File: config.mk
export PLATFORM = sky130hd
export DESIGN_NAME = fifo_wr_arbiter
export DESIGN_NICKNAME = d
export VERILOG_FILES = /design/src/rtl/fifo_pkg.sv /design/src/rtl/fifo_wr_arbiter_picker.sv /design/src/rtl/fifo_wr_arbiter.sv
export SDC_FILE = /design/constraint.sdc
export NUM_CORES = 1
export LEC_CHECK = 0
export CAP_MARGIN = 20
export CORE_UTILIZATION = 30
export DETAILED_ROUTE_END_ITERATION = 10
export PLACE_DENSITY = 0.78
export REMOVE_ABC_BUFFERS = 1
export SLEW_MARGIN = 20
export SYNTH_ARGS = -nofsm -noshare
export SYNTH_HDL_FRONTEND = slang
export SYNTH_SLANG_ARGS = --single-unit
File: constraint.sdc
create_clock -name w_clk -period 2.5 [get_ports w_clk]
set_input_delay 0.375 -clock w_clk [delete_from_list [all_inputs] [get_ports w_clk]]
set_output_delay 0.375 -clock w_clk [all_outputs]
set_load 0.02 [all_outputs]
File: src/rtl/fifo_pkg.sv
// Shared types and helpers for the FIFO write/read arbitration slice.
package fifo_pkg;

  typedef enum logic {
    IDLE   = 1'b0,
    LOCKED = 1'b1
  } state_e;

  localparam int unsigned PICK_MAX = 8;

  typedef struct packed {
    logic       found;
    logic [2:0] idx;
  } pick_t;

  function automatic int clog2(input int unsigned value);
    int r;
    r = 0;
    for (int i = 0; i < 31; i++) begin
      if ((32'd1 << i) < value) r = i + 1;
    end
    return r;
  endfunction

  // First set bit of req at or above ptr, wrapping at nreq (ptr must be < nreq).
  function automatic pick_t rr_pick(input logic [PICK_MAX-1:0] req,
                                    input logic [2:0]          ptr,
                                    input int unsigned         nreq);
    pick_t       p;
    int unsigned idx;
    p = '0;
    for (int unsigned k = 0; k < PICK_MAX; k++) begin
      idx = {29'd0, ptr} + k;
      if (idx >= nreq) idx = idx - nreq;
      if (!p.found && (k < nreq) && req[idx[2:0]]) begin
        p.found = 1'b1;
        p.idx   = idx[2:0];
      end
    end
    return p;
  endfunction

endpackage

File: src/rtl/fifo_wr_arbiter_picker.sv
// Round-robin priority picker: rotate by ptr, find first request, map back to an index.
module rr_priority_picker
  import fifo_pkg::*;
#(
  parameter int NREQ = 4,
  parameter int PW   = 2
) (
  input  logic [NREQ-1:0] req_i,
  input  logic [PW-1:0]   ptr_i,
  output logic [PW-1:0]   idx_o,
  output logic            found_o
);

  logic [PICK_MAX-1:0] req_ext;
  logic [2:0]          ptr_ext;
  pick_t               pick;

  always_comb begin
    req_ext             = '0;
    req_ext[NREQ-1:0]   = req_i;
    ptr_ext             = 3'(ptr_i);
    pick                = rr_pick(req_ext, ptr_ext, NREQ);
    idx_o               = PW'(pick.idx);
    found_o             = pick.found;
  end

endmodule

File: src/rtl/fifo_wr_arbiter.sv
// Round-robin packet arbiter sharing the async FIFO write port among NREQ producers.
module fifo_wr_arbiter
  import fifo_pkg::*;
#(
  parameter int NREQ      = 4,
  parameter int DW        = 8,
  parameter int MAX_BURST = 16,
  parameter int IDW       = 2
) (
  input  logic              w_clk,
  input  logic              w_rst,
  input  logic [NREQ-1:0]   req_valid,
  input  logic [NREQ*DW-1:0] req_data,
  input  logic [NREQ-1:0]   req_last,
  output logic [NREQ-1:0]   req_ready,
  input  logic              full,
  output logic              w_en,
  output logic [DW-1:0]     w_data,
  output logic [IDW-1:0]    grant_id,
  output logic              busy,
  output logic              ovf_drop
);

  localparam int BCW = (clog2(MAX_BURST + 1) < 1) ? 1 : clog2(MAX_BURST + 1);

  state_e         state_q, state_d;
  logic [IDW-1:0] rr_ptr_q, rr_ptr_d;
  logic [IDW-1:0] grant_id_q, grant_id_d;
  logic [BCW-1:0] beat_cnt_q, beat_cnt_d;
  logic           ovf_drop_q;

  logic [IDW-1:0] pick_idx;
  logic           pick_found;
  logic           own_valid, own_last, accept, cap_hit, release_now;
  logic [DW-1:0]  own_data;

  rr_priority_picker #(
    .NREQ (NREQ),
    .PW   (IDW)
  ) u_picker (
    .req_i   (req_valid),
    .ptr_i   (rr_ptr_q),
    .idx_o   (pick_idx),
    .found_o (pick_found)
  );

  // Beat path is combinational so an accepted beat reaches the FIFO in the same cycle.
  always_comb begin
    own_valid   = req_valid[grant_id_q];
    own_last    = req_last[grant_id_q];
    own_data    = req_data[int'(grant_id_q)*DW +: DW];
    accept      = (state_q == LOCKED) && !full && own_valid;
    cap_hit     = (MAX_BURST != 0) && ((int'(beat_cnt_q) + 1) == MAX_BURST);
    release_now = accept && (own_last || cap_hit);
    req_ready   = '0;
    if ((state_q == LOCKED) && !full) req_ready[grant_id_q] = 1'b1;
    w_en        = accept;
    w_data      = accept ? own_data : '0;
  end

  always_comb begin
    state_d    = state_q;
    rr_ptr_d   = rr_ptr_q;
    grant_id_d = grant_id_q;
    beat_cnt_d = beat_cnt_q;
    case (state_q)
      IDLE: begin
        if (pick_found) begin
          grant_id_d = pick_idx;
          beat_cnt_d = '0;
          state_d    = LOCKED;
        end
      end
      LOCKED: begin
        if (release_now) begin
          state_d    = IDLE;
          beat_cnt_d = '0;
          rr_ptr_d   = (int'(grant_id_q) == NREQ - 1) ? '0 : grant_id_q + IDW'(1);
        end else if (accept) begin
          beat_cnt_d = beat_cnt_q + BCW'(1);
        end
      end
      default: state_d = IDLE;
    endcase
  end

  always_ff @(posedge w_clk or negedge w_rst) begin
    if (!w_rst) begin
      state_q    <= IDLE;
      rr_ptr_q   <= '0;
      grant_id_q <= '0;
      beat_cnt_q <= '0;
      ovf_drop_q <= 1'b0;
    end else begin
      state_q    <= state_d;
      rr_ptr_q   <= rr_ptr_d;
      grant_id_q <= grant_id_d;
      beat_cnt_q <= beat_cnt_d;
      if (w_en && full) ovf_drop_q <= 1'b1;
    end
  end

  assign grant_id = grant_id_q;
  assign busy     = (state_q == LOCKED);
  assign ovf_drop = ovf_drop_q;

endmodule

==> reports/results.txt, run 1 <==
register share of total power - 23.5%
Max Slew Vio Count - 0
crit path max fanout - 8
Comb pwr share - 67.1%
GRT overflow - 0
Seq. cell area - 277 µm²
fin crit period - 2350 ps
Psw - 564 µW
Req. time, crit path - 2120 ps
setup TNS - 0 ps
clock sinks - 11
Die Footprint - 3480 µm²
count leader, synth - dfrtp_1
sequential element share of the synthesized area - 28.2%
Detail Route Antenna Nets - 0
dpl hpwl - 2.66 mm
H-tree depth - 1
Placer Congestion - 0.886
Internal Power - 759 µW
Worst Path Arrival - 1970 ps
status - complete, no violations
Clock Skew - 3.71 ps
Die H - 59 µm
Slew @ Worst Pin - 502 ps
Sw Share - 42.7%
post-synthesis register bit count - 11
Initial Utilization - 31.7%
fillcell total - 275
WL/cell - 16.0 µm
Clk pin slew, worst setup/hold paths - 70 ps
Via density - 5.22
initial antenna violation count - 0
Via Count - 1106
max cap viols - 0
CP startpoint kind - register
area leader, netlist - dfrtp_1
Fmax - 426 MHz
Most used DFF post-synth - dfrtp_1
final worst setup slack - 155 ps
synthesis-to-finish area growth - 78.4%
Peak VDD IR - 0.285 mV
GRT Util Overall - 19.6%
area of the mapped netlist - 975 µm²
Max-slew headroom - 66.4%
final hold viol count - 0
die width - 59 µm
pwr dens - 761 nW/µm²
Synth warnings - 0
# IOs - 60
TritonRoute pass-1 iters - 4
layout cells sized above 1 - 17.3%
most area-consuming cells after synthesis - dfrtp_1 (28%), mux4_2 (23%), ha_1 (6.4%)
clock share of power - 9.4%
# port buffers - 59
footprint of the multi-input gates - 674 µm²
Syn Area/Cell - 9.95 µm²
critical path class - reg2out
Hold WC Path Type - reg2reg
CTS tree - done
Total Routed Length - 3.39 mm
Core Region - 3080 µm²
post-synthesis cell count - 98
TritonCTS buffer count - 3
area share of the largest cell type after synthesis - 28.2%
synth unique cells - 32
maximum root-to-sink buffer count - 2
Period Utilization, post-route - 93.8%
Site Rows - 20
most frequent cells after synthesis - dfrtp_1 (11), mux4_2 (10), and3_1 (8), inv_1 (8), nand2_1 (8)
drc violations - 0
pre-CTS WS - -7.90 ps
RSZ-0062 raised after global routing - false
CTS root buf - clkbuf_4
asr flop ratio synth - 100%
setup violators final - 0
first-pass GRT wire length - 5.11 mm
Post-synth EDFFs - 0
final net count - 217
vias in the first global route - 1094
total leakage power - 0.795 nW
hold buffer count at CTS - 0
n_diodes - 0
Post CTS Setup Buffer Count - 0
later-pin clock latency in the skew report - 270 ps
CP Capture Type - output pin
largest net degree at the start of global routing - 14
Initial DRC Count - 92
[power groups by stage]
stage	combinational (mW)	clock (mW)	sequential [mW]
3_5_place_dp	0.879	0	0.303
3_3_place_gp	0.857	0	0.297
4_1_cts	0.873	0.124	0.300
5_1_grt	0.954	0.131	0.320
6_report	0.888	0.124	0.311
2_1_floorplan	0.443	0	0.351
[critical path, stage by stage (launching register included)]
cell             delay [ps]
dfrtp_1                 520
buf_4                   240
inv_1                    90
ha_1                    180
and2_1                  130
clkdlybuf4s50_1         550
[per-layer routing]
metal  vias up  track usage, %  share of wire, %  routed length, µm
met4         0            7.14               1.9                 65
met2        26            36.4                57               1920
met5         -               0                 0                  0
li1        509               -                 -                  -
met1       563            24.0                39               1330
met3         8           0.873               2.1                 70
[cells by family after synthesis]
family	after synthesis	synth area share, %
AND/OR/NAND/NOR	38	22.0
multiplexers	11	24.3
AO/OA/AOI/OAI	20	13.9
flip-flops	11	28.2
buffers and inverters	13	5.26
adder cells (fa/ha/maj)	5	6.42
[flip-flops by register name, summed over array words and instances (netlist names)]
register    count
beat_cnt_q      5
grant_id        2
rr_ptr_q        2
busy            1
ovf_drop        1
[layout make-up]
type	instances	area share (%)
sequential	11	15.9
multi-input combinational	75	38.8
clock buffer	4	1.51
inverter	9	1.94
timing repair buffer	69	38.7
tap	44	3.17
[through the flow]
| stage | utilization, % | instance area (µm²) | hold slack (ps) | power, mW | cells |
|---|---|---|---|---|---|
| after floorplan | - | 957 | 79.4 | 0.795 | 94 |
| after global placement | 54.5 | 1680 | 364 | 1.15 | 207 |
| after detailed placement | 54.5 | 1680 | 368 | 1.18 | 207 |
| after CTS | 55.3 | 1700 | 383 | 1.30 | 211 |
| after global routing | 56.5 | 1740 | 391 | 1.40 | 212 |
| final | 56.5 | 1740 | 384 | 1.32 | 212 |
[cells in the final DEF (no fill, tap or decap), types with 2 or more instances in the layout]
cell type	instances
dlygate4sd2_1	5
and3_1	8
buf_4	9
o21ai_0	4
clkbuf_4	3
and2_1	5
mux4_2	10
nand2b_1	2
a21oi_1	2
a31oi_1	2
o21ai_1	4
nand3_1	3
dfrtp_1	10
nor2_1	4
clkdlybuf4s50_1	50
nand2_1	8
o22ai_1	3
inv_1	8
dlymetal6s2s_1	4
ha_1	5
[timing repair]
item	in CTS	in global routing
gates resized for setup	6	5
setup endpoints to repair	5	4
gates cloned	0	1
[worst paths after layout]
| check | startpoint | endpoint | slack (ps) | cells after the start |
|---|---|---|---|---|
| max | grant_id[1] | req_ready[1] | 150 | 5 |
| min | ovf_drop | ovf_drop | 380 | 0 |
| max reg2reg | grant_id[0] | rr_ptr_q[1] | 560 | 5 |
| min reg2reg | ovf_drop | ovf_drop | 380 | 0 |
| max in group asynchronous | w_rst | grant_id[0] | 1700 | 1 |
| min in group asynchronous | w_rst | busy | 440 | 1 |
No activity file was read; power rests on OpenSTA's default activity.
==> inputs of run 2 (changes only) <==
SLEW_MARGIN = unset   (was 20)
SYNTH_HIERARCHICAL = 1   (was unset)
==> run 2 against run 1 <==
Die area is 3.1% higher; register-to-register slack lost 160 ps; sequential cell count did not move; non-clock buffer count did not move; sequential share of layout area down 0.23 points; count of clock-buffer cells in the layout unchanged; utilization down 0.10 points; critical path depth unchanged; final area grew 1.4%.
==> reports/results.txt, run 2 <==
status - complete, no violations (unchanged)
Placer Congestion - 0.913 (was 0.886)
Req. time, crit path - 2120 ps (about the same)
Most used DFF post-synth - dfrtp_1 (unchanged)
Via Count - 1068 (was 1106)
max cap viols - 0 (unchanged)
vias in the first global route - 1097 (was 1094)
largest net degree at the start of global routing - 14 (unchanged)
Min-Delay Startpoint - ovf_drop (unchanged)
die width - 59.9 µm (was 59 µm)
TritonCTS buffer count - 3 (unchanged)
clock sinks - 11 (unchanged)
Die H - 59.9 µm (was 59 µm)
Period Utilization, post-route - 95.1% (was 93.8%)
post-synthesis compound-gate area fraction - 13.3% (was 13.9%)
WL/cell - 14.3 µm (was 16.0 µm)
asr flop ratio synth - 100% (unchanged)
Top reg by flops - beat_cnt_q (unchanged)
TritonRoute pass-1 iters - 4 (unchanged)
Site Rows - 20 (unchanged)
post-synthesis adder-cell area fraction - 6.22% (was 6.42%)
GRT Util Overall - 19.6% (about the same)
Synth warnings - 6 (was 0)
# port buffers - 59 (unchanged)
n_diodes - 0 (unchanged)
Hold WC Path Type - reg2reg (unchanged)
total power - 1.40 mW (was 1.32 mW)
CTS root buf - clkbuf_4 (unchanged)
Max-slew headroom - 66.0% (was 66.4%)
CP Capture Type - output pin (unchanged)
Clk pin slew, worst setup/hold paths - 70 ps (about the same)
layout cells sized above 1 - 18.6% (was 17.3%)
GRT overflow - 0 (unchanged)
post-synthesis mux area share - 23.5% (was 24.3%)
post-synthesis cell count - 103 (was 98)
post-synthesis register bit count - 11 (unchanged)
Post-synth EDFFs - 0 (unchanged)
H-tree depth - 1 (unchanged)
first-pass GRT wire length - 5.10 mm (was 5.11 mm)
Seq. cell area - 277 µm² (unchanged)
area leader, netlist - dfrtp_1 (unchanged)
CP startpoint kind - input pin (was register)
# IOs - 60 (unchanged)
pwr dens - 795 nW/µm² (was 761 nW/µm²)
fillcell total - 278 (was 275)
drc violations - 0 (unchanged)
Via density - 4.94 (was 5.22)
R2R setup slack - 400 ps (was 560 ps)
critical path class - in2out (was reg2out)
synthesis-to-finish area growth - 75.4% (was 78.4%)
fin crit period - 2380 ps (was 2350 ps)
count leader, synth - nand2_1 (was dfrtp_1)
synth unique cells - 29 (was 32)
Synth Area in XOR/XNOR - 0% (unchanged)
Die Footprint - 3590 µm² (was 3480 µm²)
initial antenna violation count - 0 (unchanged)
Max Slew Vio Count - 0 (unchanged)
most area-consuming cells after synthesis - dfrtp_1 (27%), mux4_2 (22%), ha_1 (6.2%) (was dfrtp_1 (28%), mux4_2 (23%), ha_1 (6.4%))
Peak VDD IR - 0.363 mV (was 0.285 mV)
commonest non-fill, non-tap cell in the layout - clkdlybuf4s50_1 (unchanged)
Hold Path Depth - 0 (unchanged)
Synth Area in Simple Gates - 24.9% (was 22.0%)
Total Routed Length - 3.09 mm (was 3.39 mm)
Worst Path Arrival - 2000 ps (was 1970 ps)
worst r2r src - grant_id[0] (unchanged)
setup violators final - 0 (unchanged)
Clock Skew - 0.404 ps (was 3.71 ps)
final worst setup slack - 122 ps (was 155 ps)
CTS tree - done (unchanged)
area of the mapped netlist - 1010 µm² (was 975 µm²)
R2R Path End - rr_ptr_q[1] (unchanged)
dpl hpwl - 2.63 mm (was 2.66 mm)
Min Hold Slack - 385 ps (was 384 ps)
Detail Route Antenna Nets - 0 (unchanged)
worst min-delay path endpoint - ovf_drop (unchanged)
Slew @ Worst Pin - 508 ps (was 502 ps)
Core Region - 3130 µm² (was 3080 µm²)
largest family of logic cells by synthesized area - simple AND/OR/NAND/NOR gates (was multiplexers)
pre-CTS WS - -24.0 ps (was -7.90 ps)
final hold viol count - 0 (unchanged)
Fmax - 420 MHz (was 426 MHz)
later-pin clock latency in the skew report - 270 ps (about the same)
Initial DRC Count - 44 (was 92)
total leakage power - 0.855 nW (was 0.795 nW)
footprint of the multi-input gates - 683 µm² (was 674 µm²)
final net count - 221 (was 217)
maximum root-to-sink buffer count - 2 (unchanged)
most frequent cells in the layout - clkdlybuf4s50_1 (50), nand2_1 (14), mux4_2 (10), dfrtp_1 (10), buf_4 (9) (was clkdlybuf4s50_1 (50), mux4_2 (10), dfrtp_1 (10))
Syn Area/Cell - 9.77 µm² (was 9.95 µm²)
area share of the largest cell type after synthesis - 27.4% (was 28.2%)
max FFs per register - 5 (unchanged)
most frequent cells after synthesis - nand2_1 (14), dfrtp_1 (11), mux4_2 (10) (was dfrtp_1 (11), mux4_2 (10), and3_1 (8), inv_1 (8), nand2_1 (8))
FF-to-FF path depth - 6 (was 5)
crit path max fanout - 9 (was 8)
RSZ-0062 raised after global routing - false (unchanged)
hold buffer count at CTS - 0 (unchanged)
Initial Utilization - 32.2% (was 31.7%)
sequential element share of the synthesized area - 27.4% (was 28.2%)
-- run 2: cell count changes after synthesis, moves of 3 or more --
cell	previous run	this run
nor2_1	4	1
nand2_1	8	14
a21oi_1	2	6
o21ai_0	4	7
o22ai_1	3	0
-- run 2: kinds of logic (layout without fill, tap and decap cells) --
group | count (synthesis) | in the layout
buf+inv | 12 | 81
fa+ha+maj | 5 | 5
mux | 11 | 11
simple gates | 42 | 42
compound gates | 22 | 22
flops | 11 | 11
-- run 2: critical path: stages --
cell             delay (ps)
clkdlybuf4s50_1         410
mux4_2                  570
buf_4                   180
and2_4                  140
dlygate4sd2_1           320
-- run 2: worst max-delay path by stage --
stage,cells after the start,startpoint,endpoint
2_1_floorplan,4,grant_id[0],rr_ptr_q[1]
3_3_place_gp,4,req_valid[3],w_en
3_5_place_dp,4,req_valid[3],w_en
4_1_cts,4,grant_id[0],w_data[0]
5_1_grt,5,req_valid[3],w_en
6_report,5,req_valid[3],w_en
-- run 2: final cells by class --
cell class,count,share of cell area [%]
Inverter,8,1.70
Multi-Input combinational cell,80,38.7
Clock buffer,4,1.49
Timing Repair Buffer,69,39.3
Tap cell,44,3.12
Sequential cell,11,15.7
-- run 2: per-layer routing --
| metal | vias to the layer above | routed length [µm] | global-route usage [%] |
|---|---|---|---|
| met4 | 0 | 27 | 3.65 |
| met3 | 2 | 94 | 4.76 |
| met2 | 25 | 1660 | 34.4 |
| met1 | 523 | 1300 | 24.5 |
| li1 | 518 | - | - |
| met5 | - | 0 | 0 |
-- run 2: timing repair --
| action | 4_1_cts | 5_1_grt |
|---|---|---|
| gates resized for setup | 3 | 7 |
| setup endpoints to repair | 9 | 7 |
| setup buffers | 1 | 0 |
-- run 2: stage by stage --
stage / TNS [ps] / utilization (%) / instance area [µm²] / std cells
2_1_floorplan: 0 / - / 988 / 99
3_3_place_gp: 0 / 54.8 / 1710 / 211
3_5_place_dp: -106 / 54.8 / 1710 / 211
4_1_cts: 0 / 55.8 / 1750 / 216
5_1_grt: 0 / 56.4 / 1760 / 216
6_report: 0 / 56.4 / 1760 / 216
-- run 2: power breakdown --
part	switching [mW]	total (mW)	internal [mW]
clock network	0.0593	0.121	0.0617
logic	0.430	0.926	0.496
registers	0.105	0.355	0.250
total	0.594	1.40	0.808
